[config.mk]
export PLATFORM = sky130hd
export DESIGN_NAME = hdmi_i2c_read_rdata
export DESIGN_NICKNAME = d
export VERILOG_FILES = /design/src/rtl/hdmi_i2c_read_rdata.sv
export SDC_FILE = /design/constraint.sdc
export NUM_CORES = 1
export LEC_CHECK = 0
export CORE_ASPECT_RATIO = 2
export CORE_MARGIN = 2
export CORE_UTILIZATION = 56
export DETAILED_ROUTE_END_ITERATION = 12
export HOLD_SLACK_MARGIN = 0.15
export PLACE_DENSITY = 0.84
export SYNTH_ARGS = -nofsm -noshare
export SYNTH_HDL_FRONTEND = slang
export SYNTH_SLANG_ARGS = --single-unit
[constraint.sdc]
create_clock -name PT_CK -period 4.8 [get_ports PT_CK]
set_input_delay 0.96 -clock PT_CK [delete_from_list [all_inputs] [get_ports PT_CK]]
set_output_delay 0.96 -clock PT_CK [all_outputs]
set_load 0.02 [all_outputs]
[src/rtl/hdmi_i2c_read_rdata.sv]
// Bit-banged I2C register-read master for the HDMI transmitter config path.
// One transaction per GO falling level: addr+W, reg, Sr, addr+R, 1-2 data bytes, STOP.
module hdmi_i2c_read_rdata (
    input  logic        PT_CK,
    input  logic        RESET,
    input  logic        GO,
    input  logic [7:0]  SLAVE_ADDRESS,
    input  logic [7:0]  REG_ADDR,
    input  logic [1:0]  BYTE_NUM,
    input  logic        SDAI,
    output logic        SDAO,
    output logic        SCLO,
    output logic        END_OK,
    output logic        ACK_ERR,
    output logic [15:0] RDATA,
    output logic        RDATA_VALID,
    output logic [7:0]  ST
);

    typedef enum logic [3:0] {
        IDLE, ARM, S1, S2, BSET, BHI, BLO, RS1, RS2, RS3, P1, P2, P3, DONE
    } state_e;

    state_e      state_q, state_d;
    logic [2:0]  frame_q, frame_d;     // 0:F1 1:F2 2:F3 3,4:data bytes
    logic [3:0]  bit_q, bit_d;
    logic [6:0]  addr_q, addr_d;
    logic [7:0]  reg_q, reg_d;
    logic        two_q, two_d;
    logic        sda_q, sda_d;
    logic [15:0] rx_q, rx_d;
    logic        ack_err_q, ack_err_d;
    logic [15:0] rdata_q, rdata_d;

    logic [7:0]  tx_byte;
    logic        tx_bit;
    logic        last_bit;
    logic        data_frame;

    // Address LSB is replaced by the R/W bit, and BYTE_NUM clamps to its MSB.
    logic unused_inputs;
    assign unused_inputs = ^{SLAVE_ADDRESS[0], BYTE_NUM[0]};

    assign last_bit   = (bit_q == 4'd8);
    assign data_frame = (frame_q >= 3'd3);

    always_comb begin
        tx_byte = 8'hFF;
        case (frame_q)
            3'd0:    tx_byte = {addr_q, 1'b0};
            3'd1:    tx_byte = reg_q;
            3'd2:    tx_byte = {addr_q, 1'b1};
            default: tx_byte = 8'hFF;
        endcase
    end

    // Ninth bit: released for slave ack, master ACK only before a second data byte.
    assign tx_bit = last_bit ? !((frame_q == 3'd3) && two_q) : tx_byte[~bit_q[2:0]];

    always_ff @(posedge PT_CK) begin
        if (RESET) state_q <= IDLE;
        else       state_q <= state_d;
    end

    always_comb begin
        state_d = state_q;
        case (state_q)
            IDLE: if (GO)  state_d = ARM;
            ARM:  if (!GO) state_d = S1;
            S1:   state_d = S2;
            S2:   state_d = BSET;
            BSET: state_d = BHI;
            BHI:  state_d = BLO;
            BLO: begin
                if (!last_bit)                 state_d = BSET;
                else if (!data_frame && sda_q) state_d = P1;
                else begin
                    case (frame_q)
                        3'd0:    state_d = BSET;
                        3'd1:    state_d = RS1;
                        3'd2:    state_d = BSET;
                        3'd3:    state_d = two_q ? BSET : P1;
                        default: state_d = P1;
                    endcase
                end
            end
            RS1:  state_d = RS2;
            RS2:  state_d = RS3;
            RS3:  state_d = BSET;
            P1:   state_d = P2;
            P2:   state_d = P3;
            P3:   state_d = DONE;
            DONE: state_d = IDLE;
            default: state_d = IDLE;
        endcase
    end

    always_comb begin
        frame_d   = frame_q;
        bit_d     = bit_q;
        addr_d    = addr_q;
        reg_d     = reg_q;
        two_d     = two_q;
        sda_d     = sda_q;
        rx_d      = rx_q;
        ack_err_d = ack_err_q;
        rdata_d   = rdata_q;
        case (state_q)
            ARM: if (!GO) begin
                addr_d    = SLAVE_ADDRESS[7:1];
                reg_d     = REG_ADDR;
                two_d     = BYTE_NUM[1];
                ack_err_d = 1'b0;
                rx_d      = '0;
                frame_d   = '0;
                bit_d     = '0;
            end
            BHI: begin
                sda_d = SDAI;
                if (data_frame && !last_bit) rx_d = {rx_q[14:0], SDAI};
            end
            BLO: begin
                if (!last_bit) bit_d = bit_q + 4'd1;
                else begin
                    bit_d   = '0;
                    frame_d = frame_q + 3'd1;
                    if (!data_frame && sda_q) ack_err_d = 1'b1;
                end
            end
            // rx_q starts at zero, so a single byte lands as {8'h00, byte}
            P3: if (!ack_err_q) rdata_d = rx_q;
            default: ;
        endcase
    end

    always_ff @(posedge PT_CK) begin
        if (RESET) begin
            frame_q   <= '0;
            bit_q     <= '0;
            addr_q    <= '0;
            reg_q     <= '0;
            two_q     <= 1'b0;
            sda_q     <= 1'b1;
            rx_q      <= '0;
            ack_err_q <= 1'b0;
            rdata_q   <= '0;
        end else begin
            frame_q   <= frame_d;
            bit_q     <= bit_d;
            addr_q    <= addr_d;
            reg_q     <= reg_d;
            two_q     <= two_d;
            sda_q     <= sda_d;
            rx_q      <= rx_d;
            ack_err_q <= ack_err_d;
            rdata_q   <= rdata_d;
        end
    end

    always_comb begin
        SDAO        = 1'b1;
        SCLO        = 1'b1;
        END_OK      = (state_q == IDLE) || (state_q == ARM) || (state_q == DONE);
        RDATA_VALID = (state_q == DONE) && !ack_err_q;
        ACK_ERR     = ack_err_q;
        RDATA       = rdata_q;
        ST          = {4'd0, state_q};
        case (state_q)
            S1:   begin SDAO = 1'b0;   SCLO = 1'b1; end
            S2:   begin SDAO = 1'b0;   SCLO = 1'b0; end
            BSET: begin SDAO = tx_bit; SCLO = 1'b0; end
            BHI:  begin SDAO = tx_bit; SCLO = 1'b1; end
            BLO:  begin SDAO = tx_bit; SCLO = 1'b0; end
            RS1:  begin SDAO = 1'b1;   SCLO = 1'b0; end
            RS2:  begin SDAO = 1'b1;   SCLO = 1'b1; end
            RS3:  begin SDAO = 1'b0;   SCLO = 1'b1; end
            P1:   begin SDAO = 1'b0;   SCLO = 1'b0; end
            P2:   begin SDAO = 1'b0;   SCLO = 1'b1; end
            P3:   begin SDAO = 1'b1;   SCLO = 1'b1; end
            default: ;
        endcase
    end

endmodule

==> results.sh <==
export IMPL_ff2ff_path_depth=7
export IMPL_grt_pass1_wl_mm=11.3
export IMPL_route_detailed_drc=0
export IMPL_grt_start_max_net_pins=61
export IMPL_crit_type="register to primary output"
export IMPL_n_antenna_cell=0
export IMPL_finalCritPeriodShare=0.859
export IMPL_fmax_mhz=242
export IMPL_worst_path_buf_inv=1
export IMPL_p_int_uw=828
export IMPL_cts_tree="yes"
export IMPL_min_path_type="register to register"
export IMPL_skew_ps=4.64
export IMPL_p_clk_frac=0.444
export IMPL_antenna_found_initial=0
export IMPL_hold_violations=0
export IMPL_grt_usage=0.264
export IMPL_cpPeakStageDelay_ps=660
export IMPL_core_area_sq_um=4910
export IMPL_hold_path_depth=2
export IMPL_crit_path_cell_trace="ha_1 -> nor2b_2 -> a22oi_2 -> o221a_1 -> o311a_1 -> a2111oi_2 -> clkdlybuf4s50_1"
export IMPL_cts_buffer_depth=2
export IMPL_drt_antenna_violating_nets=0
export IMPL_setup_worst_path_start_class="register"
export IMPL_cp_depth=7
export IMPL_tightestPinTransition_ps=1040
export IMPL_rsz0062_at_grt="false"
export IMPL_swShare=0.232
export IMPL_dr_total_vias=2692
export IMPL_switching_power_uw=250
export IMPL_cts_setup_buffers=0
export IMPL_pre_cts_slack_ps=1050
export IMPL_p_seq_frac=0.486
export IMPL_critPathArrivalTime_ps=3170
export IMPL_start_util=0.581
export IMPL_p_leak_uw=0.00115
export IMPL_numCtsBuffers=9
export IMPL_die_h_um=105
export IMPL_syn_avg_cell_area_sq_um=7.75
export IMPL_layout_drive_gt1_share=0.0677
export IMPL_hold_buffers=0
export IMPL_critPathMaxFanout=8
export IMPL_clk_pin_slew_worst_paths_ps=70
export IMPL_ioPinCount=51
export IMPL_synth_edff_count=0
export IMPL_path_delay_family="compound AO/OA/AOI/OAI gates"
export IMPL_htreeDepth=3
export IMPL_dp_hpwl_mm=4.59
export IMPL_synth_area_sq_um=2850
export IMPL_comb_power_share=0.071
export IMPL_ys_ff_latch=61
export IMPL_syn_inst=368
export IMPL_fin_crit_ps=4130
export IMPL_cp_required_ps=3840
export IMPL_drt_iter0_markers=61
export IMPL_via_per_inst=5.90
export IMPL_cts_resized=0
export IMPL_place_port_buffers=44
export IMPL_syn2layout_area_growth_pct=20.3
export IMPL_first_pass_iters=5
export IMPL_drv_cap=0
export IMPL_grt_pass1_vias=2590
export IMPL_wl_per_cell_um=14.7
export IMPL_status="completed"
export IMPL_seq_area_frac_synth=0.428
export IMPL_async_flop_share=0
export IMPL_endpoint_kind="primary output"
export IMPL_grt_overflow_total=0
export IMPL_vdd_drop_max_uv=388
export IMPL_dieArea_sq_um=5720
export IMPL_fin_ws_ps=675
export IMPL_slew_violations=0
export IMPL_clk_latency_ps=340
export IMPL_synth_cell_type_count=49
export IMPL_crit_slowest_cell="clkdlybuf4s50_1"
export IMPL_std_cell_rows=36
export IMPL_yosysWarnings=0
export IMPL_clockRootBuffer="clkbuf_8"
export IMPL_slew_headroom=0.307
export IMPL_tns_ps=0
export IMPL_fillCellCount=402
export IMPL_synth_ff_type="dfxtp_1"
export IMPL_power_density_nw_per_um2=314
export IMPL_finalWirelength_mm=6.72
export IMPL_finalSetupViolCount=0
export IMPL_die_w_um=54.5
export IMPL_nets=423
export IMPL_gp_congestion=0.867
export IMPL_cts_sinks=61
[cells in the mapped netlist (all sizes together) (2+ instances only)]
cell type | n | area, sq um
a2111oi | 2 | 23.8
a211o | 3 | 28.8
a211oi | 3 | 22.5
a21boi | 2 | 15.0
a21oi | 64 | 324
a221oi | 3 | 26.3
a22oi | 2 | 20.0
a31oi | 6 | 37.5
and3 | 3 | 18.8
buf | 16 | 95.1
clkbuf | 17 | 63.8
dfxtp | 61 | 1220
ha | 7 | 87.6
inv | 6 | 22.5
nand2 | 89 | 334
nand3 | 7 | 35.0
nand3b | 2 | 15.0
nor2 | 23 | 88.8
nor2b | 7 | 46.3
nor3 | 4 | 20.0
o211ai | 17 | 128
o21ai | 6 | 30.0
[routing by layer]
| metal | wire length (um) | up-vias | global-route usage | share of wire |
|---|---|---|---|---|
| met5 | 0 | - | 0 | 0 |
| met4 | 228 | 0 | 0.129 | 0.034 |
| met3 | 295 | 21 | 0.0671 | 0.044 |
| met2 | 3660 | 73 | 0.442 | 0.54 |
| met1 | 2540 | 1282 | 0.292 | 0.38 |
| li1 | - | 1316 | - | - |
[registers in the layout, summed over array words and instances (netlist names)]
| signal | flops |
|---|---|
| rx_q | 16 |
| addr_q | 7 |
| ACK_ERR | 1 |
| RDATA | 16 |
| reg_q | 8 |
| two_q | 1 |
| bit_q | 4 |
| sda_q | 1 |
| frame_q | 3 |
| state_q | 4 |
[tightest hold or removal path, cell delays in order, from the launching register on]
cell,delay (ps)
dfxtp_1,310
nand2_1,50
a21oi_1,50
[through the flow]
step / cells / instance area, sq um / hold slack, ps / util / power, uW
after floorplan: 371 / 2860 / 432 / - / 583
after global placement: 440 / 3220 / 443 / 0.656 / 609
after detailed placement: 440 / 3220 / 448 / 0.656 / 610
after CTS: 456 / 3430 / 455 / 0.699 / 1080
after global routing: 456 / 3430 / 475 / 0.699 / 1110
final: 456 / 3430 / 455 / 0.699 / 1080
[logic make-up after synthesis]
logic type,after synthesis,synth area share
simple gates,143,0.218
xor+xnor,1,0.00307
mux,1,0.00351
other cells,1,0.00131
fa+ha+maj,7,0.0307
compound gates,115,0.251
buf+inv,39,0.0636
flops,61,0.428
[final timing paths]
kind                                 start         to  slack (ps)
worst min-delay path             RDATA[15]  RDATA[15]         450
worst max register to register    bit_q[1]   rx_q[12]        2270
worst max-delay path            frame_q[0]       SDAO         670
worst min register to register   RDATA[15]  RDATA[15]         450
[cells in the final DEF (no fill, tap or decap), drive strengths merged, types with 4 or more instances in the layout]
| cell | netlist | final |
|---|---|---|
| nand3 | 7 | 7 |
| nand2 | 89 | 89 |
| nor2b | 7 | 7 |
| clkdlybuf4s50 | 0 | 43 |
| nor2 | 23 | 23 |
| dfxtp | 61 | 61 |
| ha | 7 | 7 |
| conb | 1 | 4 |
| o211ai | 17 | 17 |
| a31oi | 6 | 6 |
| clkbuf | 17 | 13 |
| nor3 | 4 | 4 |
| o21ai | 6 | 6 |
| a21oi | 64 | 64 |
| inv | 6 | 6 |
[final cells by class]
type	instances	area [sq um]	share of cell area
clock inverter	3	42.5	0.0124
clock buffer	13	169	0.0492
inverter	6	22.5	0.00656
timing repair buffer	45	443	0.129
tap	57	71.3	0.0208
sequential	61	1220	0.356
multi-input combinational	271	1460	0.426
[power by group through the flow]
stage	Sequential, uW	Clock [uW]	Combinational [uW]
final	524	478	76.4
after global routing	524	503	84.3
after CTS	523	484	76.5
after detailed placement	535	0	75.6
after global placement	534	0	74.2
after floorplan	529	0	53.1
(Power assumes the default switching activity.)
